[src/rtl/hqm_aw_cfg_req_arb.sv]
// Config request arbiter: shares one core cfg target between NUM_REQ requesters.
// One transaction is outstanding at a time. Responses are routed back to the owner.
// A watchdog returns a zero timeout response when the target never acknowledges.

package hqm_aw_cfg_req_arb_pkg;
  typedef struct packed {
    logic [27:0] addr;
    logic [31:0] wdata;
  } cfg_req_t;

  typedef struct packed {
    logic        err;
    logic [31:0] rdata;
  } cfg_rsp_t;
endpackage

module hqm_aw_cfg_req_arb
  import hqm_aw_cfg_req_arb_pkg::*;
#(
  parameter int NUM_REQ = 2,
  parameter int TIMEOUT = 1023
) (
  input  logic                  clk,
  input  logic                  rst_n,
  input  logic                  rst_prep,
  input  logic [NUM_REQ-1:0]    req_write,
  input  logic [NUM_REQ-1:0]    req_read,
  input  cfg_req_t [NUM_REQ-1:0] req,
  output logic [NUM_REQ-1:0]    req_gnt,
  output logic [NUM_REQ-1:0]    rsp_ack,
  output logic [NUM_REQ-1:0]    rsp_timeout,
  output cfg_rsp_t              rsp,
  output logic                  core_cfg_req_write,
  output logic                  core_cfg_req_read,
  output cfg_req_t              core_cfg_req,
  input  logic                  core_cfg_rsp_ack,
  input  cfg_rsp_t              core_cfg_rsp,
  output logic                  err_unexp_ack,
  output logic                  cfg_idle
);

  localparam int IDX_W = (NUM_REQ > 1) ? $clog2(NUM_REQ) : 1;
  localparam int CNT_W = $clog2(TIMEOUT + 1);
  localparam logic [CNT_W-1:0] CNT_MAX  = CNT_W'(TIMEOUT);
  localparam logic [IDX_W-1:0] LAST_RST = IDX_W'(NUM_REQ - 1);

  typedef enum logic [1:0] {IDLE, ISSUE, WAIT, RESP} state_t;

  state_t             state_reg, state_next;
  logic [IDX_W-1:0]   win_reg, win_next;
  logic [IDX_W-1:0]   last_gnt_reg, last_gnt_next;
  logic [CNT_W-1:0]   cnt_reg, cnt_next;
  cfg_req_t           pay_reg, pay_next;
  cfg_rsp_t           rsp_reg, rsp_next;
  logic [NUM_REQ-1:0] gnt_reg, gnt_next;
  logic [NUM_REQ-1:0] ack_reg, ack_next;
  logic [NUM_REQ-1:0] tmo_reg, tmo_next;
  logic               cwr_reg, cwr_next;
  logic               crd_reg, crd_next;
  logic               err_reg, err_next;

  logic [NUM_REQ-1:0] req_valid;
  logic               rr_found;
  logic [IDX_W-1:0]   rr_idx;

  // A requester is valid with either a write or a read level asserted.
  for (genvar gi = 0; gi < NUM_REQ; gi++) begin : g_valid
    assign req_valid[gi] = req_write[gi] | req_read[gi];
  end

  // Round-robin pick: first valid requester searching upward from last_gnt+1.
  always_comb begin
    rr_found = 1'b0;
    rr_idx   = last_gnt_reg;
    for (int k = 1; k <= NUM_REQ; k++) begin
      if (!rr_found && req_valid[(int'(last_gnt_reg) + k) % NUM_REQ]) begin
        rr_found = 1'b1;
        rr_idx   = IDX_W'((int'(last_gnt_reg) + k) % NUM_REQ);
      end
    end
  end

  // Next-state and next-output decode; output pulses are registered so they come from flops.
  always_comb begin
    state_next    = state_reg;
    win_next      = win_reg;
    last_gnt_next = last_gnt_reg;
    cnt_next      = cnt_reg;
    pay_next      = pay_reg;
    rsp_next      = rsp_reg;
    gnt_next      = '0;
    ack_next      = '0;
    tmo_next      = '0;
    cwr_next      = 1'b0;
    crd_next      = 1'b0;
    err_next      = 1'b0;
    if (rst_prep) begin
      // Abort whatever is in flight; the owner gets no response, last_gnt survives.
      state_next = IDLE;
      cnt_next   = '0;
      pay_next   = '0;
    end else begin
      // Any ack outside WAIT (including one after a timeout) is stray.
      err_next = core_cfg_rsp_ack && (state_reg != WAIT);
      case (state_reg)
        IDLE: begin
          if (rr_found) begin
            state_next       = ISSUE;
            win_next         = rr_idx;
            pay_next         = req[rr_idx];
            gnt_next[rr_idx] = 1'b1;
            // Write takes precedence when both levels are set.
            cwr_next         = req_write[rr_idx];
            crd_next         = ~req_write[rr_idx];
          end
        end
        ISSUE: begin
          state_next    = WAIT;
          cnt_next      = '0;
          last_gnt_next = win_reg;
        end
        WAIT: begin
          if (core_cfg_rsp_ack) begin
            // Ack beats a timeout landing in the same cycle.
            state_next        = RESP;
            rsp_next          = core_cfg_rsp;
            ack_next[win_reg] = 1'b1;
          end else if (cnt_reg == CNT_MAX) begin
            state_next        = RESP;
            rsp_next          = '0;
            ack_next[win_reg] = 1'b1;
            tmo_next[win_reg] = 1'b1;
          end else begin
            cnt_next = cnt_reg + CNT_W'(1);
          end
        end
        RESP: begin
          state_next = IDLE;
        end
        default: begin
          state_next = IDLE;
        end
      endcase
    end
  end

  // State and datapath registers.
  always_ff @(posedge clk or negedge rst_n) begin
    if (!rst_n) begin
      state_reg    <= IDLE;
      win_reg      <= '0;
      last_gnt_reg <= LAST_RST;
      cnt_reg      <= '0;
      pay_reg      <= '0;
      rsp_reg      <= '0;
      gnt_reg      <= '0;
      ack_reg      <= '0;
      tmo_reg      <= '0;
      cwr_reg      <= 1'b0;
      crd_reg      <= 1'b0;
      err_reg      <= 1'b0;
    end else begin
      state_reg    <= state_next;
      win_reg      <= win_next;
      last_gnt_reg <= last_gnt_next;
      cnt_reg      <= cnt_next;
      pay_reg      <= pay_next;
      rsp_reg      <= rsp_next;
      gnt_reg      <= gnt_next;
      ack_reg      <= ack_next;
      tmo_reg      <= tmo_next;
      cwr_reg      <= cwr_next;
      crd_reg      <= crd_next;
      err_reg      <= err_next;
    end
  end

  assign req_gnt            = rst_prep ? '0   : gnt_reg;
  assign rsp_ack            = rst_prep ? '0   : ack_reg;
  assign rsp_timeout        = rst_prep ? '0   : tmo_reg;
  assign rsp                = rst_prep ? '0   : rsp_reg;
  assign core_cfg_req_write = rst_prep ? 1'b0 : cwr_reg;
  assign core_cfg_req_read  = rst_prep ? 1'b0 : crd_reg;
  assign core_cfg_req       = rst_prep ? '0   : pay_reg;
  assign err_unexp_ack      = rst_prep ? 1'b0 : err_reg;
  assign cfg_idle           = (state_reg == IDLE) && !(|req_valid);

endmodule
[config.mk]
export PLATFORM = sky130hd
export DESIGN_NAME = hqm_aw_cfg_req_arb
export DESIGN_NICKNAME = d
export VERILOG_FILES = /design/src/rtl/hqm_aw_cfg_req_arb.sv
export SDC_FILE = /design/constraint.sdc
export NUM_CORES = 1
export LEC_CHECK = 0
export CAP_MARGIN = 10
export CORE_MARGIN = 3
export CORE_UTILIZATION = 46
export DETAILED_ROUTE_END_ITERATION = 12
export MAX_ROUTING_LAYER = met4
export PLACE_DENSITY = 0.95
export SETUP_SLACK_MARGIN = 0.05
export SLEW_MARGIN = 5
export SYNTH_ARGS = -nofsm -noshare
export SYNTH_HDL_FRONTEND = slang
export SYNTH_SLANG_ARGS = --single-unit
[constraint.sdc]
create_clock -name clk -period 3.7 [get_ports clk]
set_clock_uncertainty 0.05 [all_clocks]
set_input_delay 0.555 -clock clk [delete_from_list [all_inputs] [get_ports clk]]
set_output_delay 0.555 -clock clk [all_outputs]
set_load 0.005 [all_outputs]
==> reports/metrics.cfg, run 1 <==
[status]
status = complete, no violations

[final_layout]
fin_nets = 985
final_layout_size_suffix_gt1_share_pct = 6.24
largest_reg_flops = 60
antenna-diode-count = 0
layout-area-overhead-vs-synth_pct = 57.5

[synth]
synth-seq-cells = 116
synth_cells = 579
synth_adder_area_share_pct = 0.838
syn_area_per_cell_sq_um = 10.3
synth_compound_area_share_pct = 15.3
synth_top_cell_area_share_pct = 48.2
synth_top_area_cells = dfrtp_1 48%, nor2b_1 11%, mux2i_1 11%
synth.largest_area_cell = dfrtp_1
yosysWarningCount = 0
yosys.area_share.xor_xnor_pct = 0
number_of_enable_type_register_cells_in_the_synthesized_netlist = 0
post_synth_and_or_nand_nor_area_fraction_pct = 20.0
synthesis.area_sq_mm = 0.00597
synth.yosys.seq_area_share_pct = 48.6
synth_top_flop_cell = dfrtp_1
yosysUniqueCellTypes = 39
synth_top_family_by_area = simple AND/OR/NAND/NOR gates
yosys-mux-area-fraction_pct = 10.8
mappedNetlistNets = 744
asyncSetResetFlopFracSynth_pct = 100

[routing]
routed_wire_length_per_instance_um = 17.1
met3WireLength_mm = 1.25
route.detailed.drc = 0
route.layer.met1.wl_mm = 6.85
topRoutingLayerUsed = met4
routed_via_density = 5.30
final_antenna_net_count = 0
routed-via-count = 5305
drt-initial-drc-count = 288
wl_met2_mm = 8.59
dr.pass1.iters = 4
wirelength_mm = 17.1

[clocking]
clk_latency_ps = 400
root_buffer = clkbuf_16
worst_setup_hold_path_clk_slew_ps = 50
cts_post_setup_buffers_inserted = 0
cts_hold_buf = 0
numClockSinks = 116
cts_made_buffers = 17
ctsResizeCount = 0
clock_h_tree_levels = 4
cts_tree = built
cts_max_path_buffers = 2

[floorplan]
die_height_um = 120
die_width_um = 120
floorplan.core_area_sq_mm = 0.0124
floorplan.io_pins = 264
start_util_pct = 48.3
floorplan.rows = 40
die_area_sq_mm = 0.0144

[global_route]
first_global_vias = 5387
largest_net_degree_at_the_start_of_global_routing = 72
globalRoute.totalOverflow = 0
grt_usage_pct = 24.2
antenna_found_initial = 0
grt_pass1_wl_mm = 27.3

[sta]
period_minus_slack_ps = 2900
finalSetupTns_ps = 0
worst_slew_pin_slew_ps = 1190
finalHoldViolations = 0
layout_worst_path_cycle_share_pct = 78.4
setup_violations = 0
max_freq_ghz = 0.345
grt_setup_unrepaired = no
timing.max_slew.rel_slack_pct = 20.4
drv_slew = 0

[worst_setup_path]
critPathArrivalTime_ps = 3180
critical_path.reg2reg.startpoint = state_reg[0]
r2r_setup_slk_ps = 800
critical_path.max_fanout = 33
critical_path_class = reg -> reg
worstPathRequired_ps = 3980
setup.worst_path.start_class = register
reg2reg_depth = 5
r2r_end = rsp_reg[32]
worstSetupEndpointType = register

[power_and_ir_drop]
netSwitchingFraction_pct = 27.1
total_switching_power_mw = 1.53
p_comb_share_pct = 32.9
power_report.internal_total_mw = 4.11
p_clk_share_pct = 34.4
power_frac_seq_pct = 32.6
power-per-cell-area_mw_per_mm2 = 599
power.ir.vdd_worst_uv = 384
static_leakage_nw = 4.04
fin_total_pwr_mw = 5.63

[hold_path]
worst_hold_check_path_type = in -> async

[flow_run]
drv_cap = 0

[placed_design]
post_dp_hpwl_mm = 12.3
gpl.final_weighted_congestion = 0.840
placement.io_buffers = 263

## area by class of cell
cell class	instances	area, sq um
flip-flops and latches	116	2900
clock inverters	8	190
inverters	7	26.3
fillers	778	2960
repair buffers	273	2730
well taps	168	210
multi-input cells	405	2820
clock buffers	24	522
## metrics by stage
| step | setup slack [ps] | instance area (sq um) | util, % | cells | hold WS (ps) |
|---|---|---|---|---|---|
| after floorplan | 1810 | 5970 | - | 579 | 209 |
| after global placement | 857 | 8690 | 70.3 | 969 | 419 |
| after detailed placement | 744 | 8690 | 70.3 | 969 | 427 |
| after CTS | 857 | 9400 | 76.1 | 1001 | 201 |
| after global routing | 568 | 9400 | 76.1 | 1001 | 232 |
| final | 798 | 9400 | 76.1 | 1001 | 169 |
## synth_stat cells (3+ instances only)
master / instances
nand2_1: 6
mux2i_1: 63
inv_1: 7
dfrtp_1: 115
clkbuf_1: 29
nand2b_1: 6
o31ai_1: 3
ha_1: 4
buf_2: 18
nand4_1: 3
nor3b_1: 3
a22o_1: 33
nand3_1: 3
nor3_1: 9
and3_1: 3
a211oi_1: 60
o21ai_0: 3
buf_6: 3
and2_1: 5
nor2b_1: 106
nor2_1: 67
a21o_1: 4
a21oi_1: 6
## cells by family (layout without fill, tap and decap cells)
group | after synthesis | count (layout)
AND/OR/NAND/NOR | 220 | 220
AO/OA/AOI/OAI | 117 | 117
flip-flops | 116 | 116
multiplexers | 64 | 64
buffers and inverters | 58 | 312
adder cells (fa/ha/maj) | 4 | 4
## power groups by stage
stage                     logic, mW  clock network (mW)  registers, mW
after floorplan                1.11                   0           1.78
after global placement         1.80                   0           1.82
after detailed placement       1.86                   0           1.85
after CTS                      1.88                1.96           1.84
after global routing           2.02                2.02           1.87
final                          1.85                1.94           1.84
## worst max path at each step
stage | startpoint | to | slack, ps | cells past startpoint
floorplan | cnt_reg[0] | cnt_reg[8] | 1810 | 7
global placement | req_read[1] | cfg_idle | 860 | 5
detailed placement | rst_prep | rsp_reg[32] | 740 | 4
CTS | state_reg[0] | rsp_reg[32] | 860 | 5
global route | state_reg[0] | rsp_reg[32] | 570 | 5
finish | state_reg[0] | rsp_reg[32] | 800 | 5
## layer usage
| layer | up-vias | GRT usage (%) |
|---|---|---|
| li1 | 2534 | - |
| met1 | 2499 | 28.7 |
| met2 | 243 | 40.3 |
| met3 | 29 | 5.89 |
| met4 | 0 | 9.09 |
| met5 | - | - |
## critical path, cell delays in order, from the launching register on
cell and delay [ps]:
dfrtp_1 390, inv_1 110, ha_1 280, nor2b_1 690, and2_1 1030, a22o_1 270
## cell usage in the layout (no fill, tap or decap), drive strengths merged, types with 2 or more instances in the layout
master,count
clkinv,2
bufinv,6
nand3,3
and3,5
a221o,2
ha,4
mux2i,63
nand2,6
nor2b,106
a21o,4
dfrtp,115
nand2b,6
a21oi,6
buf,12
clkdlybuf4s50,261
nor3,9
nor3b,3
nor2,67
inv,7
nand4,3
a22o,33
o31ai,3
and2,5
o21ai,5
a211o,2
a211oi,60
nor4,2
clkbuf,24
Power figures use the tool's default switching activity.
==> run 2, diff against run 1 <==
- CORE_UTILIZATION: 46 -> 38
- PLACE_DENSITY: 0.95 -> 0.87
- clock period: 3.7 -> 2.5 ns (I/O delays scaled with it)
==> run 2 against run 1 <==
Effect of this change: register-to-register slack got worse by 300 ps; critical path type is now in -> out; highest routed layer unchanged; routed wire length shrank 3.2%; sequential share of layout area down 0.43 points; clock power grew 35%; sequential cell count is the same; critical path depth stayed put; count of clock-buffer cells in the layout decreased by 5.
==> reports/metrics.cfg, run 2 (synthesis gave the netlist of run 1 again) <==
[routing]
drt-initial-drc-count = 255
route.detailed.drc = 0
routed-via-count = 5243
final_antenna_net_count = 0
routed_via_density = 4.97
wirelength_mm = 16.5
routed_wire_length_per_instance_um = 15.7
dr.pass1.iters = 4

[clocking]
cts_tree = built
root_buffer = clkbuf_16
cts_post_setup_buffers_inserted = 0
numClockSinks = 116
worst_setup_hold_path_clk_slew_ps = 50
cts_max_path_buffers = 2
clock_h_tree_levels = 4
clk_latency_ps = 410
cts_made_buffers = 17

[sta]
max_freq_ghz = 0.451
finalHoldWorstSlack_ps = 426
grt_setup_unrepaired = no
period_minus_slack_ps = 2220
setup_violations = 0
worst_slew_pin_slew_ps = 458
finalSetupTns_ps = 0
drv_slew = 0
layout_worst_path_cycle_share_pct = 88.7
timing.max_slew.rel_slack_pct = 69.4
finalHoldViolations = 0

[power_and_ir_drop]
static_leakage_nw = 4.06
power.ir.vdd_worst_uv = 480
power-per-cell-area_mw_per_mm2 = 852
fin_total_pwr_mw = 8.12

[worst_setup_path]
path_cells = clkdlybuf4s50_1 > nor4_2 > buf_4 > and2_1 > dlygate4sd2_1
critPathArrivalTime_ps = 1790
critical_path_class = in -> out
setup.worst_path.start_class = primary input
critical_path.n_buffers_inverters = 3
cell_at_the_slowest_stage_of_the_critical_path = clkdlybuf4s50_1
critical_path.max_fanout = 3
worstSetupEndpointType = output port
max_stage_delay_ps = 490
worst_path_dominant_cell_family = buffers and inverters
worstPathRequired_ps = 2080

[final_layout]
fin_nets = 996
layout.cells.most_common = clkdlybuf4s50_1
antenna-diode-count = 0
finish.cell_count_without_fillers = 1055
layout-area-overhead-vs-synth_pct = 59.7
largest_reg_flops = 60
layout_common_cells = 260 x clkdlybuf4s50_1, 115 x dfrtp_1, 105 x nor2b_1
final_layout_size_suffix_gt1_share_pct = 7.35
fin_area_sq_mm = 0.00953

[floorplan]
floorplan.io_pins = 264
start_util_pct = 39.0
die_area_sq_mm = 0.0173
die_height_um = 131
floorplan.core_area_sq_mm = 0.0153
floorplan.rows = 45
die_width_um = 131

[global_route]
first_global_vias = 5290
grt_pass1_wl_mm = 27.1
largest_net_degree_at_the_start_of_global_routing = 95
use_met3_pct = 4.82
antenna_found_initial = 0
gr-max-usage-layer = met2
use_met1_pct = 25.4
grt_usage_pct = 20.0
globalRouteMet2Util_pct = 32.0
globalRoute.totalOverflow = 0

[placed_design]
placement.io_buffers = 263
placed_cells = 1022
gpl.final_weighted_congestion = 0.825
placedInstanceArea_sq_mm = 0.00888
post_dp_hpwl_mm = 12.1

[hold_path]
worst_hold_check_path_type = in -> async

[flow_run]
drv_cap = 0

[status]
status = complete, no violations

-- run 2: cell count changes in the layout (fill, tap and decap cells not counted), sizes merged, moves of 2 or more --
cell | previous run | this run
clkinvlp | 0 | 3
buf | 12 | 22
bufinv | 6 | 4
inv | 7 | 11
clkbuf | 24 | 19
-- run 2: area by class of cell --
| type | instances | area, sq um |
|---|---|---|
| Clock buffer | 19 | 443 |
| Clock inverter | 13 | 195 |
| Fill cell | 1257 | 5780 |
| Inverter | 7 | 26.3 |
| Multi-Input combinational cell | 405 | 2830 |
| Sequential cell | 116 | 2900 |
| Tap cell | 211 | 264 |
| Timing Repair Buffer | 284 | 2870 |
-- run 2: power by group --
part / switching, mW / internal, mW
clock network: 0.908 / 1.71
registers: 0.281 / 2.43
logic: 1.15 / 1.65
total: 2.34 / 5.79
-- run 2: metal layers --
metal	share of wire (%)	vias up
met2	47	221
met3	6.0	26
met1	45	2450
li1	-	2546
met4	1.8	0
met5	0	-
-- run 2: worst paths after layout --
path | startpoint | endpoint | slack [ps] | cells past startpoint
setup / recovery | req_write[1] | cfg_idle | 280 | 5
hold / removal | rst_n | rsp_reg[6] | 430 | 2
setup reg to reg | cnt_reg[0] | cnt_reg[5] | 500 | 5
hold reg to reg | rsp_reg[3] | rsp_reg[3] | 450 | 1
max in group asynchronous | rst_n | pay_reg[28] | 1310 | 3
min in group clk | rst_prep | pay_reg[57] | 430 | 2
-- run 2: stage by stage --
stage	util, %	setup slack, ps
floorplan	-	614
global placement	58.0	-126
detailed placement	58.0	-126
CTS	62.3	221
global route	62.3	181
finish	62.3	282
-- run 2: repair_timing --
action	4_1_cts	5_1_grt
hold endpoints to repair	28	0
hold buffers	1	0
endpoints found under the setup margin	1	0
gates resized for setup	2	0
==> run 3, diff against run 2 <==
- SLEW_MARGIN: 5 -> 0
==> results of run 3 <==
Same layout as run 2: the final DEF is identical, and so are final timing and power.
==> edit, RTL diff (flow settings as in run 2) <==
Reset style: synchronous (`rst_n`), changed in one clocked block.
--- a/src/rtl/hqm_aw_cfg_req_arb.sv
+++ b/src/rtl/hqm_aw_cfg_req_arb.sv
@@ -147,3 +147,3 @@
   // State and datapath registers.
-  always_ff @(posedge clk or negedge rst_n) begin
+  always_ff @(posedge clk) begin
     if (!rst_n) begin
Formal check against the unedited RTL: not equivalent (Yosys sat finds a counterexample within 4 cycles, from zero or initial values and one cycle with rst_n low; the reset may be asserted at any time).
==> edit against run 2 <==
Setup slack gained 0.098 ns; via count grew 5.2%; routed wire length grew 2.1%; core utilization grew 1.8 points; final area shrank 5.2%; area after synthesis shrank 6.5%; sequential cell count is the same; largest cell class is now multi-input combinational cells; highest routed layer unchanged.
Power is not compared: it rests on default switching activity, and its combinational part moved more than twofold at a synthesized area within 25%.
==> edit: results (changes against run 2) <==
[status]
outcome=finished, final reports clean  ; unchanged

[logic_synthesis]
syn-num-nets=813  ; was 744
synth_cell_types=44  ; was 39
ys_dominant_reg_cell=dfxtp_1  ; was dfrtp_1
ys_seq_area_share_pct=41.6  ; was 48.6%
async_reset_ff_share_pct=0  ; was 100%
synthTopCellsByCount=dfxtp_1, nor2b_1, nor2_1  ; was dfrtp_1, nor2b_1, nor2_1
synth_area_leaders=dfxtp_1, nor2b_1, mux2i_1  ; was dfrtp_1, nor2b_1, mux2i_1

[worst_setup_path]
cp.arrival_ns=2.38  ; was 1.79 ns
rr_endpoint=pay_reg[33]  ; was cnt_reg[5]
cp_max_fo=37  ; was 3
reg2reg_depth=6  ; was 5
worstReg2RegStart=state_reg[0]  ; was cnt_reg[0]
reg2reg_setup_slack_ns=0.38  ; was 0.50 ns

[clock_tree]
cts_resized=0  ; was 2
cts_buffer_depth=2  ; unchanged

[detailed_routing]
avgRoutedWirePerCell_um=15.5  ; was 15.7 um
drt_first_pass_iters=6  ; was 4
dr.first_iter.drc_count=393  ; was 255
vias=5516  ; was 5243

[worst_hold_path]
hold_path_class=in -> reg  ; was in -> async
hold_start=rst_prep

[finish]
n_fill_cell=1121  ; was 1257
fin_nets=1064  ; was 996
largest_reg_flops=60  ; unchanged
layout-drive-gt1-share_pct=6.70  ; was 7.35%

[global_routing]
grt_max_degree=61  ; was 95
gr-usage-all-layers_pct=20.8  ; was 20.0%
grt_pass1_vias=5220  ; was 5290
grt_pass1_wl_um=26200  ; was 27100 um

[power_and_ir_drop]
powerDensity_nw_per_um2=568
leakagePower_nw=3.56

[placed_design]
io_buffers=263  ; unchanged
dp_slack_ns=-0.0114  ; was -0.126 ns
routabilityCongestion=0.847  ; was 0.825
hpwl_um=12300  ; was 12100 um

[timing]
slew_headroom_pct=44.8  ; was 69.4%

[edit: critical path, stage by stage, from the launching register on]
cell and delay, ns:
dfxtp_1 0.33, inv_1 0.08, ha_1 0.23, nor2b_4 0.72
buf_4 0.35, nor2_1 0.06, a211oi_1 0.21
[edit: power groups by stage]
stage                     logic (W)  clock network, W  registers, W
after floorplan            0.000409                 0       0.00199
after global placement     0.000861                 0       0.00200
after detailed placement   0.000874                 0       0.00201
after CTS                  0.000880           0.00234       0.00197
after global routing       0.000946           0.00243       0.00198
final                      0.000874           0.00229       0.00197
[edit: metal layers]
| metal | track usage [%] | share of wire [%] | up-vias |
|---|---|---|---|
| li1 | - | - | 2772 |
| met1 | 23.9 | 41 | 2502 |
| met2 | 34.6 | 50 | 220 |
| met3 | 6.86 | 7.5 | 22 |
| met4 | 6.44 | 1.6 | 0 |
| met5 | - | 0 | - |
[edit: stage by stage]
| step | hold slack (ns) | TNS [ns] | area [sq um] | cells |
|---|---|---|---|---|
| after floorplan | 0.396 | 0 | 5580 | 648 |
| after global placement | 0.405 | 0 | 8480 | 1060 |
| after detailed placement | 0.411 | -0.0114 | 8480 | 1060 |
| after CTS | 0.311 | 0 | 9030 | 1091 |
| after global routing | 0.343 | 0 | 9030 | 1091 |
| final | 0.331 | 0 | 9030 | 1091 |
[edit: how the worst max path moves through the flow]
stage / to / depth (start not counted) / startpoint / slack, ns
floorplan: cnt_reg[5] / 5 / cnt_reg[0] / 0.87
global placement: pay_reg[35] / 7 / req_read[1] / 0.05
detailed placement: pay_reg[23] / 7 / req_read[1] / -0.01
CTS: cfg_idle / 5 / req_read[1] / 0.06
global route: pay_reg[12] / 6 / state_reg[1] / 0.14
finish: pay_reg[33] / 6 / state_reg[0] / 0.38
[edit: kinds of logic (layout without fill, tap and decap cells)]
kind of cell	Yosys count	after routing	synth area share (%)
AOI/OAI and AO/OA	158	158	18.7
adders and majority gates	4	4	0.897
buffers and inverters	62	325	4.91
DFF	116	116	41.6
muxes	61	61	10.9
and+or+nand+nor	247	247	22.9
[edit: area by class of cell]
cell class / instances / area share (%)
clock buffer: 26 / 5.30
clock inverter: 5 / 0.831
inverter: 8 / 0.332
multi-input combinational: 470 / 33.3
sequential: 116 / 25.7
tap: 180 / 2.49
timing repair buffer: 286 / 32.0
